==> src/rtl/pattern_note_sequencer.sv <==
// Purpose: steps through a small note/length pattern memory, emitting a phase delta and an attack/decay envelope per note.
// Latency: a start, stop, or note boundary shows on the outputs one cycle after the edge that sampled it. o_phase_delta and o_envelope are combinational from registered state.
// Backpressure: none. Pulses are single-cycle strobes, and pattern writes are accepted every cycle in any state.
// Ports: i_clk/i_rst_n clock and async active-low reset.
//        i_wr_* write one pattern entry.
//        i_start/i_stop control playback; stop has priority.
//        i_loop_end/i_loop_en select the last played entry and whether playback wraps.
//        i_env_level/i_env_hold set the attack shape and are sampled when a note loads.
//        o_busy, o_note_start, o_index, o_done report sequencer status.
//        o_top/o_top_valid carry the PWM top value.
//        o_phase_delta, o_envelope drive the synthesiser.
module pattern_note_sequencer #(
    parameter int         DEPTH           = 16,
    parameter int         CLOCKS_PER_TICK = 415_667,
    parameter logic [5:0] REST_NOTE       = 6'd0,
    parameter bit         RAW_LEN         = 1'b0,
    parameter logic [7:0] TOP             = 8'hff
) (
    input  logic                     i_clk,
    input  logic                     i_rst_n,
    input  logic                     i_wr_en,
    input  logic [$clog2(DEPTH)-1:0] i_wr_addr,
    input  logic [5:0]               i_wr_note,
    input  logic [4:0]               i_wr_len,
    input  logic                     i_start,
    input  logic                     i_stop,
    input  logic [$clog2(DEPTH)-1:0] i_loop_end,
    input  logic                     i_loop_en,
    input  logic [8:0]               i_env_level,
    input  logic [3:0]               i_env_hold,
    output logic                     o_busy,
    output logic                     o_note_start,
    output logic [$clog2(DEPTH)-1:0] o_index,
    output logic                     o_done,
    output logic [7:0]               o_top,
    output logic                     o_top_valid,
    output logic [31:0]              o_phase_delta,
    output logic [8:0]               o_envelope
);

    localparam int AW = $clog2(DEPTH);
    localparam int TW = (CLOCKS_PER_TICK > 1) ? $clog2(CLOCKS_PER_TICK) : 1;

    typedef enum logic { IDLE, PLAY } state_t;
    typedef enum logic [1:0] { ENV_HOLD, ENV_DECAY, ENV_OFF } env_t;

    // Equal-tempered phase increments. Note 1 is the lowest C, and each group of 12 codes is one octave higher.
    function automatic logic [31:0] note_table(input logic [5:0] n);
        logic [5:0]  k;
        logic [31:0] base;
        k = n - 6'd1;
        case (k % 6'd12)
            6'd0:    base = 32'd1_000_000;
            6'd1:    base = 32'd1_059_463;
            6'd2:    base = 32'd1_122_462;
            6'd3:    base = 32'd1_189_207;
            6'd4:    base = 32'd1_259_921;
            6'd5:    base = 32'd1_334_840;
            6'd6:    base = 32'd1_414_214;
            6'd7:    base = 32'd1_498_307;
            6'd8:    base = 32'd1_587_401;
            6'd9:    base = 32'd1_681_793;
            6'd10:   base = 32'd1_781_797;
            default: base = 32'd1_887_749;
        endcase
        if (n == REST_NOTE) note_table = 32'd0;
        else                note_table = base << (k / 6'd12);
    endfunction

    // A length code counts envelope ticks.
    function automatic logic [31:0] note_length_table(input logic [4:0] len);
        note_length_table = 32'(len) * 32'(CLOCKS_PER_TICK);
    endfunction

    logic [10:0]   mem [DEPTH];
    state_t        state_q, state_d;
    logic [AW-1:0] index_q;
    logic [5:0]    note_q;
    logic [4:0]    len_q;
    logic [31:0]   dur_cnt;
    logic [TW-1:0] tick_cnt;
    logic [8:0]    level_q;
    logic [3:0]    hold_left;
    env_t          env_phase;
    logic          note_start_q, done_q, top_valid_q;

    logic [31:0]   dur_raw, dur;
    logic          note_last, at_end, do_start, do_adv, load, finish, tick_end;
    logic [AW-1:0] load_idx;

    // Pattern memory has no reset, and its contents survive a reset.
    always_ff @(posedge i_clk) begin
        if (i_wr_en) mem[i_wr_addr] <= {i_wr_note, i_wr_len};
    end

    always_comb begin
        dur_raw   = RAW_LEN ? {27'd0, len_q} : note_length_table(len_q);
        dur       = (dur_raw == 32'd0) ? 32'd1 : dur_raw;
        note_last = (dur_cnt == dur - 32'd1);
        at_end    = (index_q == i_loop_end) || (index_q == AW'(DEPTH - 1));
        do_start  = i_start && !i_stop;
        do_adv    = (state_q == PLAY) && !i_stop && !i_start && note_last;
        load      = do_start || (do_adv && (!at_end || i_loop_en));
        finish    = do_adv && at_end && !i_loop_en;
        load_idx  = (do_start || at_end) ? '0 : index_q + 1'b1;
        tick_end  = (tick_cnt == TW'(CLOCKS_PER_TICK - 1));
    end

    // FSM state register
    always_ff @(posedge i_clk or negedge i_rst_n) begin
        if (!i_rst_n) state_q <= IDLE;
        else          state_q <= state_d;
    end

    // FSM next state: stop beats start, and start beats the end of a pass.
    always_comb begin
        state_d = state_q;
        if (i_stop)        state_d = IDLE;
        else if (do_start) state_d = PLAY;
        else if (finish)   state_d = IDLE;
    end

    // FSM outputs
    always_comb begin
        o_busy     = (state_q == PLAY);
        o_envelope = 9'd0;
        if (state_q == PLAY && note_q != REST_NOTE) begin
            case (env_phase)
                ENV_HOLD:  o_envelope = level_q;
                ENV_DECAY: o_envelope = level_q >> 2;
                default:   o_envelope = 9'd0;
            endcase
        end
    end

    // Note, duration, and envelope datapath
    always_ff @(posedge i_clk or negedge i_rst_n) begin
        if (!i_rst_n) begin
            index_q      <= '0;
            note_q       <= REST_NOTE;
            len_q        <= 5'd0;
            dur_cnt      <= 32'd0;
            tick_cnt     <= '0;
            level_q      <= 9'd0;
            hold_left    <= 4'd0;
            env_phase    <= ENV_OFF;
            note_start_q <= 1'b0;
            done_q       <= 1'b0;
            top_valid_q  <= 1'b0;
        end else begin
            note_start_q <= load;
            done_q       <= finish;
            top_valid_q  <= 1'b1;
            if (load) begin
                index_q         <= load_idx;
                {note_q, len_q} <= mem[load_idx];
                dur_cnt         <= 32'd0;
                tick_cnt        <= '0;
                level_q         <= i_env_level;
                hold_left       <= i_env_hold;
                env_phase       <= (i_env_hold == 4'd0) ? ENV_DECAY : ENV_HOLD;
            end else if (i_stop || finish) begin
                note_q <= REST_NOTE;
            end else if (state_q == PLAY) begin
                dur_cnt <= dur_cnt + 32'd1;
                if (tick_end) begin
                    tick_cnt <= '0;
                    // Hold lasts exactly hold_left ticks, and decay lasts exactly one tick.
                    if (env_phase == ENV_HOLD) begin
                        if (hold_left == 4'd1) env_phase <= ENV_DECAY;
                        else                   hold_left <= hold_left - 4'd1;
                    end else if (env_phase == ENV_DECAY) begin
                        env_phase <= ENV_OFF;
                    end
                end else begin
                    tick_cnt <= tick_cnt + 1'b1;
                end
            end
        end
    end

    assign o_note_start  = note_start_q;
    assign o_done        = done_q;
    assign o_index       = index_q;
    assign o_top         = TOP;
    assign o_top_valid   = top_valid_q;
    assign o_phase_delta = note_table(note_q);

endmodule

==> config.mk <==
export PLATFORM = sky130hd
export DESIGN_NAME = pattern_note_sequencer
export DESIGN_NICKNAME = d
export VERILOG_FILES = /design/src/rtl/pattern_note_sequencer.sv
export SDC_FILE = /design/constraint.sdc
export NUM_CORES = 1
export LEC_CHECK = 0
export BUFFER_PORTS_ARGS = -buffer_cell sky130_fd_sc_hd__buf_2
export CAP_MARGIN = 20
export CORE_ASPECT_RATIO = 0.5
export CORE_MARGIN = 2
export CORE_UTILIZATION = 64
export CTS_BUF_LIST = sky130_fd_sc_hd__clkbuf_8
export DETAILED_ROUTE_END_ITERATION = 16
export PLACE_DENSITY = 0.87
export RECOVER_POWER = 50
export SETUP_SLACK_MARGIN = 0.1
export SYNTH_ARGS = -nofsm -noshare
export SYNTH_HDL_FRONTEND = slang
export SYNTH_SLANG_ARGS = --single-unit
==> constraint.sdc <==
create_clock -name i_clk -period 8.9 [get_ports i_clk]
set_input_delay 2.67 -clock i_clk [delete_from_list [all_inputs] [get_ports i_clk]]
set_output_delay 2.67 -clock i_clk [all_outputs]
set_load 0.01 [all_outputs]
==> results of run 1 <==
==> flip-flops by register name, indices dropped and copies added (netlist names), 2 cells and up <==
name,cells
mem,176
dur_cnt,32
tick_cnt,19
level_q,9
note_q,6
len_q,5
hold_left,4
o_index,4
env_phase,2
==> cell type report <==
| class | instances | area [sq um] | area share, % |
|---|---|---|---|
| well taps | 344 | 430 | 2.41 |
| inverters | 49 | 188 | 1.05 |
| clock inverters | 23 | 146 | 0.820 |
| flip-flops and latches | 261 | 7410 | 41.5 |
| diodes | 1 | 2.50 | 0.0140 |
| repair buffers | 113 | 648 | 3.63 |
| multi-input cells | 1295 | 8390 | 47.0 |
| clock buffers | 46 | 633 | 3.55 |
==> cells in the mapped netlist (8+ instances only) <==
master and n:
sky130_fd_sc_hd__buf_4 13, sky130_fd_sc_hd__a21o_1 15, sky130_fd_sc_hd__nor2_1 143, sky130_fd_sc_hd__nand2_1 241
sky130_fd_sc_hd__and3_1 21, sky130_fd_sc_hd__a21oi_1 103, sky130_fd_sc_hd__xor2_1 19, sky130_fd_sc_hd__nand3_1 52
sky130_fd_sc_hd__o22a_1 9, sky130_fd_sc_hd__clkbuf_1 73, sky130_fd_sc_hd__nor4_1 17, sky130_fd_sc_hd__a311oi_1 22
sky130_fd_sc_hd__or4_1 25, sky130_fd_sc_hd__nand2b_1 11, sky130_fd_sc_hd__o2111ai_1 8, sky130_fd_sc_hd__o21ai_0 67
sky130_fd_sc_hd__a221oi_1 13, sky130_fd_sc_hd__o211ai_1 22, sky130_fd_sc_hd__fa_1 14, sky130_fd_sc_hd__o22ai_1 9
sky130_fd_sc_hd__or3_1 18, sky130_fd_sc_hd__dfrtp_1 84, sky130_fd_sc_hd__inv_1 46, sky130_fd_sc_hd__xnor2_1 31
sky130_fd_sc_hd__a211oi_1 49, sky130_fd_sc_hd__mux2_2 14, sky130_fd_sc_hd__or2_2 10, sky130_fd_sc_hd__o21a_1 13
sky130_fd_sc_hd__ha_1 63, sky130_fd_sc_hd__buf_2 18, sky130_fd_sc_hd__and2_1 10, sky130_fd_sc_hd__a31oi_1 27
sky130_fd_sc_hd__nand4_1 19, sky130_fd_sc_hd__o31ai_1 8, sky130_fd_sc_hd__edfxtp_1 176, sky130_fd_sc_hd__nor2b_1 28
sky130_fd_sc_hd__nor3_1 41, sky130_fd_sc_hd__a22oi_1 9, sky130_fd_sc_hd__mux2i_1 33
==> cell families (layout without fill, tap and decap cells) <==
kind of cell	Yosys count	count (layout)	synth area share, %
and+or+nand+nor	671	671	20.0
AOI/OAI and AO/OA	436	436	18.2
DFF	261	261	45.2
buffers and inverters	159	231	4.17
adders and majority gates	77	77	6.52
xor gates and xnor gates	51	51	2.81
muxes	47	47	2.98
other	2	14	0.0458
==> how the worst max path moves through the flow <==
stage	start	to	slack, ps	depth (start not counted)
final	note_q[1]	o_phase_delta[12]	620	21
after global routing	note_q[1]	o_phase_delta[12]	170	21
after CTS	note_q[1]	o_phase_delta[12]	200	21
after detailed placement	note_q[1]	o_phase_delta[12]	710	21
after global placement	note_q[1]	o_phase_delta[12]	880	21
after floorplan	note_q[0]	o_phase_delta[12]	1210	21
==> layer usage <==
layer | share of wire (%) | global-route usage [%] | vias up
met5 | 0 | 0 | -
met4 | 2.8 | 11.6 | 0
met3 | 8.0 | 5.62 | 102
met2 | 46 | 50.2 | 626
met1 | 43 | 41.9 | 6675
li1 | - | - | 6461
==> what timing repair did <==
| item | CTS | global route |
|---|---|---|
| gates resized for setup | 1 | 6 |
| endpoints found under the setup margin | 1 | 23 |
| cloned | 0 | 0 |
| pin swaps | 0 | 0 |
==> critical path, stage by stage, from the launching register on <==
cell                         delay, ps
sky130_fd_sc_hd__dfrtp_1           470
sky130_fd_sc_hd__inv_1             200
sky130_fd_sc_hd__ha_4              240
sky130_fd_sc_hd__nor3b_1           240
sky130_fd_sc_hd__xor2_1            280
sky130_fd_sc_hd__ha_1              260
sky130_fd_sc_hd__ha_1              270
sky130_fd_sc_hd__mux2_2            270
sky130_fd_sc_hd__o22ai_1           260
sky130_fd_sc_hd__a21boi_1          210
sky130_fd_sc_hd__buf_4             220
sky130_fd_sc_hd__a21o_2            300
sky130_fd_sc_hd__clkinvlp_4        250
sky130_fd_sc_hd__nor2_4            250
sky130_fd_sc_hd__nand2_1           100
sky130_fd_sc_hd__a21o_1            210
sky130_fd_sc_hd__nor2_1             90
sky130_fd_sc_hd__a21oi_1            50
sky130_fd_sc_hd__mux2_2            280
sky130_fd_sc_hd__and2_1            160
sky130_fd_sc_hd__a211oi_1          250
sky130_fd_sc_hd__buf_2             190
==> metrics by stage <==
| stage | utilization [%] | cell area [sq um] | setup WS [ps] |
|---|---|---|---|
| after floorplan | - | 16400 | 1210 |
| after global placement | 67.4 | 17000 | 883 |
| after detailed placement | 67.4 | 17000 | 712 |
| after CTS | 70.6 | 17800 | 198 |
| after global routing | 70.9 | 17800 | 166 |
| final | 70.9 | 17800 | 615 |
==> impl_results.html, run 1 <==
<table>
<tr><th>Metric</th><th>Value</th></tr>
<tr><th colspan="2">Run status</th></tr>
<tr><td>Run status</td><td>finished with violations</td></tr>
<tr><td>Violated checks</td><td>max-capacitance violations, max-slew violations</td></tr>
<tr><th colspan="2">GRT</th></tr>
<tr><td>Initial antenna violation count</td><td>1</td></tr>
<tr><td>Total Routing Usage GR</td><td>30.8%</td></tr>
<tr><td>Total gr overflow</td><td>0</td></tr>
<tr><td>Vias in the first global route</td><td>12,900</td></tr>
<tr><td>Maximum number of pins on one net before global-route repair</td><td>66</td></tr>
<tr><td>Wire length of the first global-routing pass</td><td>66.0 mm</td></tr>
<tr><th colspan="2">Logic synthesis</th></tr>
<tr><td>Share of flip-flops with an asynchronous set or reset after synthesis</td><td>32.6%</td></tr>
<tr><td>Yosys Warn Count</td><td>0</td></tr>
<tr><td>Cell type with the highest aggregate area in the netlist</td><td>sky130_fd_sc_hd__edfxtp_1</td></tr>
<tr><td>Total of flip-flops plus latches after synthesis</td><td>261</td></tr>
<tr><td>Number of flops mapped to enable cells by yosys</td><td>176</td></tr>
<tr><td>Main synth FF type</td><td>sky130_fd_sc_hd__edfxtp_1</td></tr>
<tr><td>Synth Instances</td><td>1,704</td></tr>
<tr><td>Part of the Yosys area used for sequential elements</td><td>45.2%</td></tr>
<tr><td>Area fraction of the dominant cell type after synthesis</td><td>32.3%</td></tr>
<tr><td>Leading cell types by total area after synthesis</td><td>sky130_fd_sc_hd__edfxtp_1 (32%), sky130_fd_sc_hd__dfrtp_1 (13%), sky130_fd_sc_hd__nand2_1 (5.5%)</td></tr>
<tr><td>Average cell area after synthesis</td><td>9.61 sq um</td></tr>
<tr><td>Post-synth cell types</td><td>92</td></tr>
<tr><td>Post-Synthesis Cell Area</td><td>16,400 sq um</td></tr>
<tr><th colspan="2">STA</th></tr>
<tr><td>RSZ-0062 raised after global routing</td><td>false</td></tr>
<tr><td>Part of the cycle the worst path needs</td><td>93.1%</td></tr>
<tr><td>Relative slew margins</td><td>-143%</td></tr>
<tr><td>Worst setup skew after layout</td><td>29.5 ps</td></tr>
<tr><td>Final TNS setup</td><td>0 ps</td></tr>
<tr><td>Slew at the pin closest to its max-slew limit</td><td>3650 ps</td></tr>
<tr><td>Final-report max-slew violation count</td><td>66</td></tr>
<tr><td>Number of hold-slack violations in the final timing report</td><td>0</td></tr>
<tr><td>Worst hold slack after final layout</td><td>466 ps</td></tr>
<tr><td>Achievable Freq</td><td>0.121 GHz</td></tr>
<tr><td>Minimum clock period</td><td>8280 ps</td></tr>
<tr><td>Number of setup violations in the final report</td><td>0</td></tr>
<tr><th colspan="2">Worst setup path</th></tr>
<tr><td>Crit Reg-Reg Endpoint</td><td>tick_cnt[15]</td></tr>
<tr><td>CP Capture Type</td><td>output port</td></tr>
<tr><td>Worst R2R Start</td><td>len_q[1]</td></tr>
<tr><td>Nature of the critical path startpoint</td><td>register</td></tr>
<tr><td>Critical path start-end classification</td><td>reg -&gt; out</td></tr>
<tr><td>Worst setup slack for register-to-register paths</td><td>680 ps</td></tr>
<tr><td>CP required</td><td>6230 ps</td></tr>
<tr><td>Signal arrival time at the worst endpoint</td><td>5610 ps</td></tr>
<tr><td>Critical Path Fanout Max</td><td>17</td></tr>
<tr><td>Path depth of the worst reg2reg path</td><td>26</td></tr>
<tr><th colspan="2">Layout</th></tr>
<tr><td>Most common cell after layout, fill and taps aside</td><td>sky130_fd_sc_hd__nand2_1</td></tr>
<tr><td>Layout fillers</td><td>1,850</td></tr>
<tr><td>Share of final-layout standard cells stronger than drive strength 1</td><td>11.4%</td></tr>
<tr><td>Final std cells w/o fill</td><td>2,132</td></tr>
<tr><td>Layout-stage area growth over the synthesis result</td><td>8.94%</td></tr>
<tr><td>Net count, final</td><td>1,873</td></tr>
<tr><td>Commonest non-fill, non-tap cells in the layout</td><td>sky130_fd_sc_hd__nand2_1 (241), sky130_fd_sc_hd__edfxtp_1 (176), sky130_fd_sc_hd__nor2_1 (139), sky130_fd_sc_hd__a21oi_1 (103), sky130_fd_sc_hd__dfrtp_1 (83)</td></tr>
<tr><th colspan="2">Drt</th></tr>
<tr><td>Initial drt markers</td><td>1,503</td></tr>
<tr><td>Count of unresolved DRC violations after routing</td><td>0</td></tr>
<tr><td>Average vias per placed instance</td><td>6.50</td></tr>
<tr><td>Number of nets with antenna violations after routing</td><td>0</td></tr>
<tr><td>Count of TritonRoute iterations in the first routing pass</td><td>8</td></tr>
<tr><td>DRT Wirelength</td><td>41.8 mm</td></tr>
<tr><td>Via count</td><td>13,900</td></tr>
<tr><td>Avg WL per Cell</td><td>19.6 um</td></tr>
<tr><th colspan="2">Min path</th></tr>
<tr><td>Worst Hold Launch</td><td>level_q[1]</td></tr>
<tr><td>Path type of the worst min-delay path</td><td>reg -&gt; reg</td></tr>
<tr><td>Number of instances on the worst hold path</td><td>2</td></tr>
<tr><td>Min-Delay Endpoint</td><td>level_q[1]</td></tr>
<tr><th colspan="2">Die</th></tr>
<tr><td>Ports</td><td>95</td></tr>
<tr><td>Die Outline Area</td><td>27,000 sq um</td></tr>
<tr><td>CORE AREA</td><td>25,200 sq um</td></tr>
<tr><td>Number of placement rows</td><td>41</td></tr>
<tr><td>Initial Util</td><td>65.0%</td></tr>
<tr><td>Horizontal die dimension</td><td>230 um</td></tr>
<tr><td>Die span in y</td><td>117 um</td></tr>
<tr><th colspan="2">Clocking</th></tr>
<tr><td>Quantity of hold-fixing buffers added after cts</td><td>0</td></tr>
<tr><td>Clock buffer depth</td><td>3</td></tr>
<tr><td>Number of H-tree levels</td><td>2</td></tr>
<tr><td>CTS Buf Count</td><td>38</td></tr>
<tr><td>CTS sink cnt</td><td>261</td></tr>
<tr><td>Clock transition time at the flip-flop clock pins of the worst setup and hold paths</td><td>60 ps</td></tr>
<tr><td>Cell at the root of the clock tree</td><td>sky130_fd_sc_hd__clkbuf_8</td></tr>
<tr><td>Clock latency on the worst-skew pair</td><td>580 ps</td></tr>
<tr><td>Number of buffers inserted to repair setup after CTS</td><td>0</td></tr>
<tr><td>TritonCTS clock tree</td><td>done</td></tr>
<tr><th colspan="2">Place</th></tr>
<tr><td>Placed Cells incl. Taps</td><td>2,054</td></tr>
<tr><td>Global placer's final weighted congestion</td><td>0.947</td></tr>
<tr><td>Buffers added on ports</td><td>82</td></tr>
<tr><td>Detailed Place HPWL</td><td>28.6 mm</td></tr>
<tr><th colspan="2">Job</th></tr>
<tr><td>Max-Cap Viols</td><td>1</td></tr>
</table>
Power of run 1 is not shown: default switching activity piles up to over one toggle a cycle in this logic, so the estimate is an artifact.
==> run 2: changes to the inputs <==
Settings changed: CORE_UTILIZATION 64 to 45, PLACE_DENSITY 0.87 to 0.66.
==> run 2 against run 1 <==
Net effect: the run still ends with max-capacitance violations, max-slew violations left; cell area rose by 0.72%; critical path type unchanged; largest cell class unchanged; global-route usage fell by 8.3 points; die area rose by 41%.
==> impl_results.html, run 2 (same netlist as run 1, synthesis figures left out) <==
<table>
<tr><th>Metric</th><th>Value</th></tr>
<tr><th colspan="2">Place</th></tr>
<tr><td>Detailed Place HPWL</td><td>28.8 mm (+0.79%)</td></tr>
<tr><td>Buffers added on ports</td><td>82 (unchanged)</td></tr>
<tr><td>Global placer's final weighted congestion</td><td>0.932 (-1.6%)</td></tr>
<tr><th colspan="2">STA</th></tr>
<tr><td>Number of hold-slack violations in the final timing report</td><td>0 (unchanged)</td></tr>
<tr><td>Final TNS setup</td><td>0 ps (unchanged)</td></tr>
<tr><td>Number of setup violations in the final report</td><td>0 (unchanged)</td></tr>
<tr><td>Relative slew margins</td><td>-117% (+26 points)</td></tr>
<tr><td>RSZ-0062 raised after global routing</td><td>false</td></tr>
<tr><td>Worst setup skew after layout</td><td>32.6 ps (+3.05 ps)</td></tr>
<tr><td>Slew at the pin closest to its max-slew limit</td><td>3250 ps (-394 ps)</td></tr>
<tr><td>Achievable Freq</td><td>0.120 GHz (-0.79%)</td></tr>
<tr><td>Final-report max-slew violation count</td><td>88 (+33%)</td></tr>
<tr><td>Minimum clock period</td><td>8350 ps (+65.6 ps)</td></tr>
<tr><td>Part of the cycle the worst path needs</td><td>93.8% (+0.74 points)</td></tr>
<tr><th colspan="2">Drt</th></tr>
<tr><td>Met2 wirelength from detailed routing</td><td>20.2 mm (+4.1%)</td></tr>
<tr><td>Avg WL per Cell</td><td>18.9 um (-3.5%)</td></tr>
<tr><td>Highest Signal Layer</td><td>met4</td></tr>
<tr><td>Average vias per placed instance</td><td>5.87 (-9.7%)</td></tr>
<tr><td>Initial drt markers</td><td>1,400 (-6.9%)</td></tr>
<tr><td>Detail Route met3 WL</td><td>2.40 mm (-28%)</td></tr>
<tr><td>Count of unresolved DRC violations after routing</td><td>0 (unchanged)</td></tr>
<tr><td>Routed metal-1 wirelength</td><td>19.8 mm (+11%)</td></tr>
<tr><td>Number of nets with antenna violations after routing</td><td>0 (unchanged)</td></tr>
<tr><td>Via count</td><td>13,300 (-3.8%)</td></tr>
<tr><td>Count of TritonRoute iterations in the first routing pass</td><td>5 (-3)</td></tr>
<tr><td>DRT Wirelength</td><td>43.0 mm (+2.9%)</td></tr>
<tr><th colspan="2">Clocking</th></tr>
<tr><td>TritonCTS clock tree</td><td>done</td></tr>
<tr><td>CTS Buf Count</td><td>37 (-2.6%)</td></tr>
<tr><td>CTS sink cnt</td><td>261 (unchanged)</td></tr>
<tr><td>Clock transition time at the flip-flop clock pins of the worst setup and hold paths</td><td>70 ps (about the same)</td></tr>
<tr><td>Clock latency on the worst-skew pair</td><td>570 ps (about the same)</td></tr>
<tr><td>Clock buffer depth</td><td>3 (unchanged)</td></tr>
<tr><td>Cell at the root of the clock tree</td><td>sky130_fd_sc_hd__clkbuf_8</td></tr>
<tr><td>Number of H-tree levels</td><td>2 (unchanged)</td></tr>
<tr><th colspan="2">Layout</th></tr>
<tr><td>Register ranked first by flip-flop count</td><td>mem</td></tr>
<tr><td>Most common cell after layout, fill and taps aside</td><td>sky130_fd_sc_hd__nand2_1</td></tr>
<tr><td>Net count, final</td><td>1,876 (+0.16%)</td></tr>
<tr><td>Layout-stage area growth over the synthesis result</td><td>9.73%</td></tr>
<tr><td>Layout fillers</td><td>3,315 (+79%)</td></tr>
<tr><td>Count of inserted antenna diode cells</td><td>0 (-1)</td></tr>
<tr><td>Max FFs per register</td><td>176 (unchanged)</td></tr>
<tr><td>Share of final-layout standard cells stronger than drive strength 1</td><td>11.2% (-0.17 points)</td></tr>
<tr><td>Commonest non-fill, non-tap cells in the layout</td><td>sky130_fd_sc_hd__nand2_1 (241), sky130_fd_sc_hd__edfxtp_1 (176), sky130_fd_sc_hd__nor2_1 (136), sky130_fd_sc_hd__a21oi_1 (103), sky130_fd_sc_hd__dfrtp_1 (81)</td></tr>
<tr><td>Top flop regs</td><td>mem (176), dur_cnt (32), tick_cnt (19)</td></tr>
<tr><th colspan="2">Die</th></tr>
<tr><td>Horizontal die dimension</td><td>274 um (+19%)</td></tr>
<tr><td>Die Outline Area</td><td>38,000 sq um (+41%)</td></tr>
<tr><td>CORE AREA</td><td>35,900 sq um (+42%)</td></tr>
<tr><td>Initial Util</td><td>45.7% (-19 points)</td></tr>
<tr><td>Number of placement rows</td><td>49 (+20%)</td></tr>
<tr><td>Die span in y</td><td>139 um (+19%)</td></tr>
<tr><td>Ports</td><td>95 (unchanged)</td></tr>
<tr><th colspan="2">Run status</th></tr>
<tr><td>Violated checks</td><td>max-capacitance violations, max-slew violations</td></tr>
<tr><td>Run status</td><td>finished with violations</td></tr>
<tr><th colspan="2">Worst setup path</th></tr>
<tr><td>Top cell family by delay on the critical path</td><td>compound AO/OA/AOI/OAI gates</td></tr>
<tr><td>Critical path buffers and inverters</td><td>5 (+1)</td></tr>
<tr><td>Critical Path Fanout Max</td><td>17 (unchanged)</td></tr>
<tr><td>Critical path start-end classification</td><td>reg -&gt; out</td></tr>
<tr><td>CP required</td><td>6230 ps (about the same)</td></tr>
<tr><td>Slowest stage cell, crit path</td><td>sky130_fd_sc_hd__dfrtp_2</td></tr>
<tr><td>Slowest Stage Delay on Critical Path</td><td>510 ps (+40 ps)</td></tr>
<tr><td>CP Cell Sequence</td><td>inv_1 &gt; ha_2 &gt; nor3b_1 &gt; xor2_1 &gt; ha_1 &gt; ha_1 &gt; mux2_2 &gt; o22ai_1 &gt; a21boi_1 &gt; buf_4 &gt; a21o_1 &gt; clkinv_1 &gt; buf_4 &gt; nor2_2 &gt; nand2_1 &gt; a21o_1 &gt; nor2_1 &gt; a21oi_1 &gt; mux2_2 &gt; and2_1 &gt; a211oi_1 &gt; buf_2</td></tr>
<tr><td>Nature of the critical path startpoint</td><td>register</td></tr>
<tr><td>CP Capture Type</td><td>output port</td></tr>
<tr><td>Signal arrival time at the worst endpoint</td><td>5680 ps (+70 ps)</td></tr>
<tr><th colspan="2">GRT</th></tr>
<tr><td>Total Routing Usage GR</td><td>22.5% (-8.3 points)</td></tr>
<tr><td>Total gr overflow</td><td>0 (unchanged)</td></tr>
<tr><td>Wire length of the first global-routing pass</td><td>68.3 mm (+3.6%)</td></tr>
<tr><td>Vias in the first global route</td><td>12,600 (-2.6%)</td></tr>
<tr><td>Maximum number of pins on one net before global-route repair</td><td>74 (+12%)</td></tr>
<tr><td>Initial antenna violation count</td><td>0 (-1)</td></tr>
<tr><th colspan="2">Min path</th></tr>
<tr><td>Path type of the worst min-delay path</td><td>reg -&gt; reg</td></tr>
<tr><th colspan="2">Job</th></tr>
<tr><td>Max-Cap Viols</td><td>2 (+1)</td></tr>
</table>
## run 2: metal layers
| layer | vias to the layer above | track usage [%] |
|---|---|---|
| li1 | 6460 | - |
| met1 | 6434 | 31.9 |
| met2 | 395 | 36.7 |
| met3 | 53 | 3.86 |
| met4 | 0 | 3.83 |
| met5 | - | 0 |
## run 2: through the flow
| stage | hold WS, ps | instances | utilization (%) | area [sq um] | setup slack (ps) |
|---|---|---|---|---|---|
| finish | 478 | 2272 | 50.1 | 18000 | 550 |
| CTS | 482 | 2272 | 50.3 | 18000 | 199 |
| global route | 515 | 2272 | 50.1 | 18000 | 138 |
| global placement | 451 | 2206 | 48.3 | 17300 | 822 |
| detailed placement | 467 | 2206 | 48.3 | 17300 | 738 |
| floorplan | 438 | 1715 | - | 16400 | 1210 |
## run 2: final timing paths
kind                            start                 to  slack (ps)  cells after the start
setup / recovery            note_q[0]  o_phase_delta[12]         550                     22
hold / removal             level_q[0]         level_q[0]         480                      2
setup reg to reg             len_q[3]        dur_cnt[23]         600                     28
hold reg to reg            level_q[0]         level_q[0]         480                      2
max in group asynchronous     i_rst_n           len_q[0]        2320                      2
min in group asynchronous     i_rst_n         o_index[1]        2530                      1
## run 2: what timing repair did
item                                    4_1_cts  5_1_grt
endpoints found under the setup margin        0       32
hold endpoints to repair                      0        0
buffers inserted                              0        0
resized for setup                             0        5
hold buffers                                  0        0
## run 2: area by class of cell
type,count,area (sq um),area share [%]
sequential,261,7420,41.3
clock inverter,26,166,0.926
timing repair buffer,117,662,3.68
tap,484,606,3.37
inverter,49,184,1.02
multi-input combinational,1295,8390,46.7
clock buffer,40,551,3.06
## run 2: worst reg2reg max path: cells and delay by family, from the launching register on
family,cells,cell delay [ps]
adder cells (fa/ha/maj),5,1940
AND/OR/NAND/NOR,10,2850
flip-flops,1,490
buffers and inverters,4,780
multiplexers,1,260
XOR/XNOR,1,130
AO/OA/AOI/OAI,7,1770
Power of run 2 is left out for the same reason.
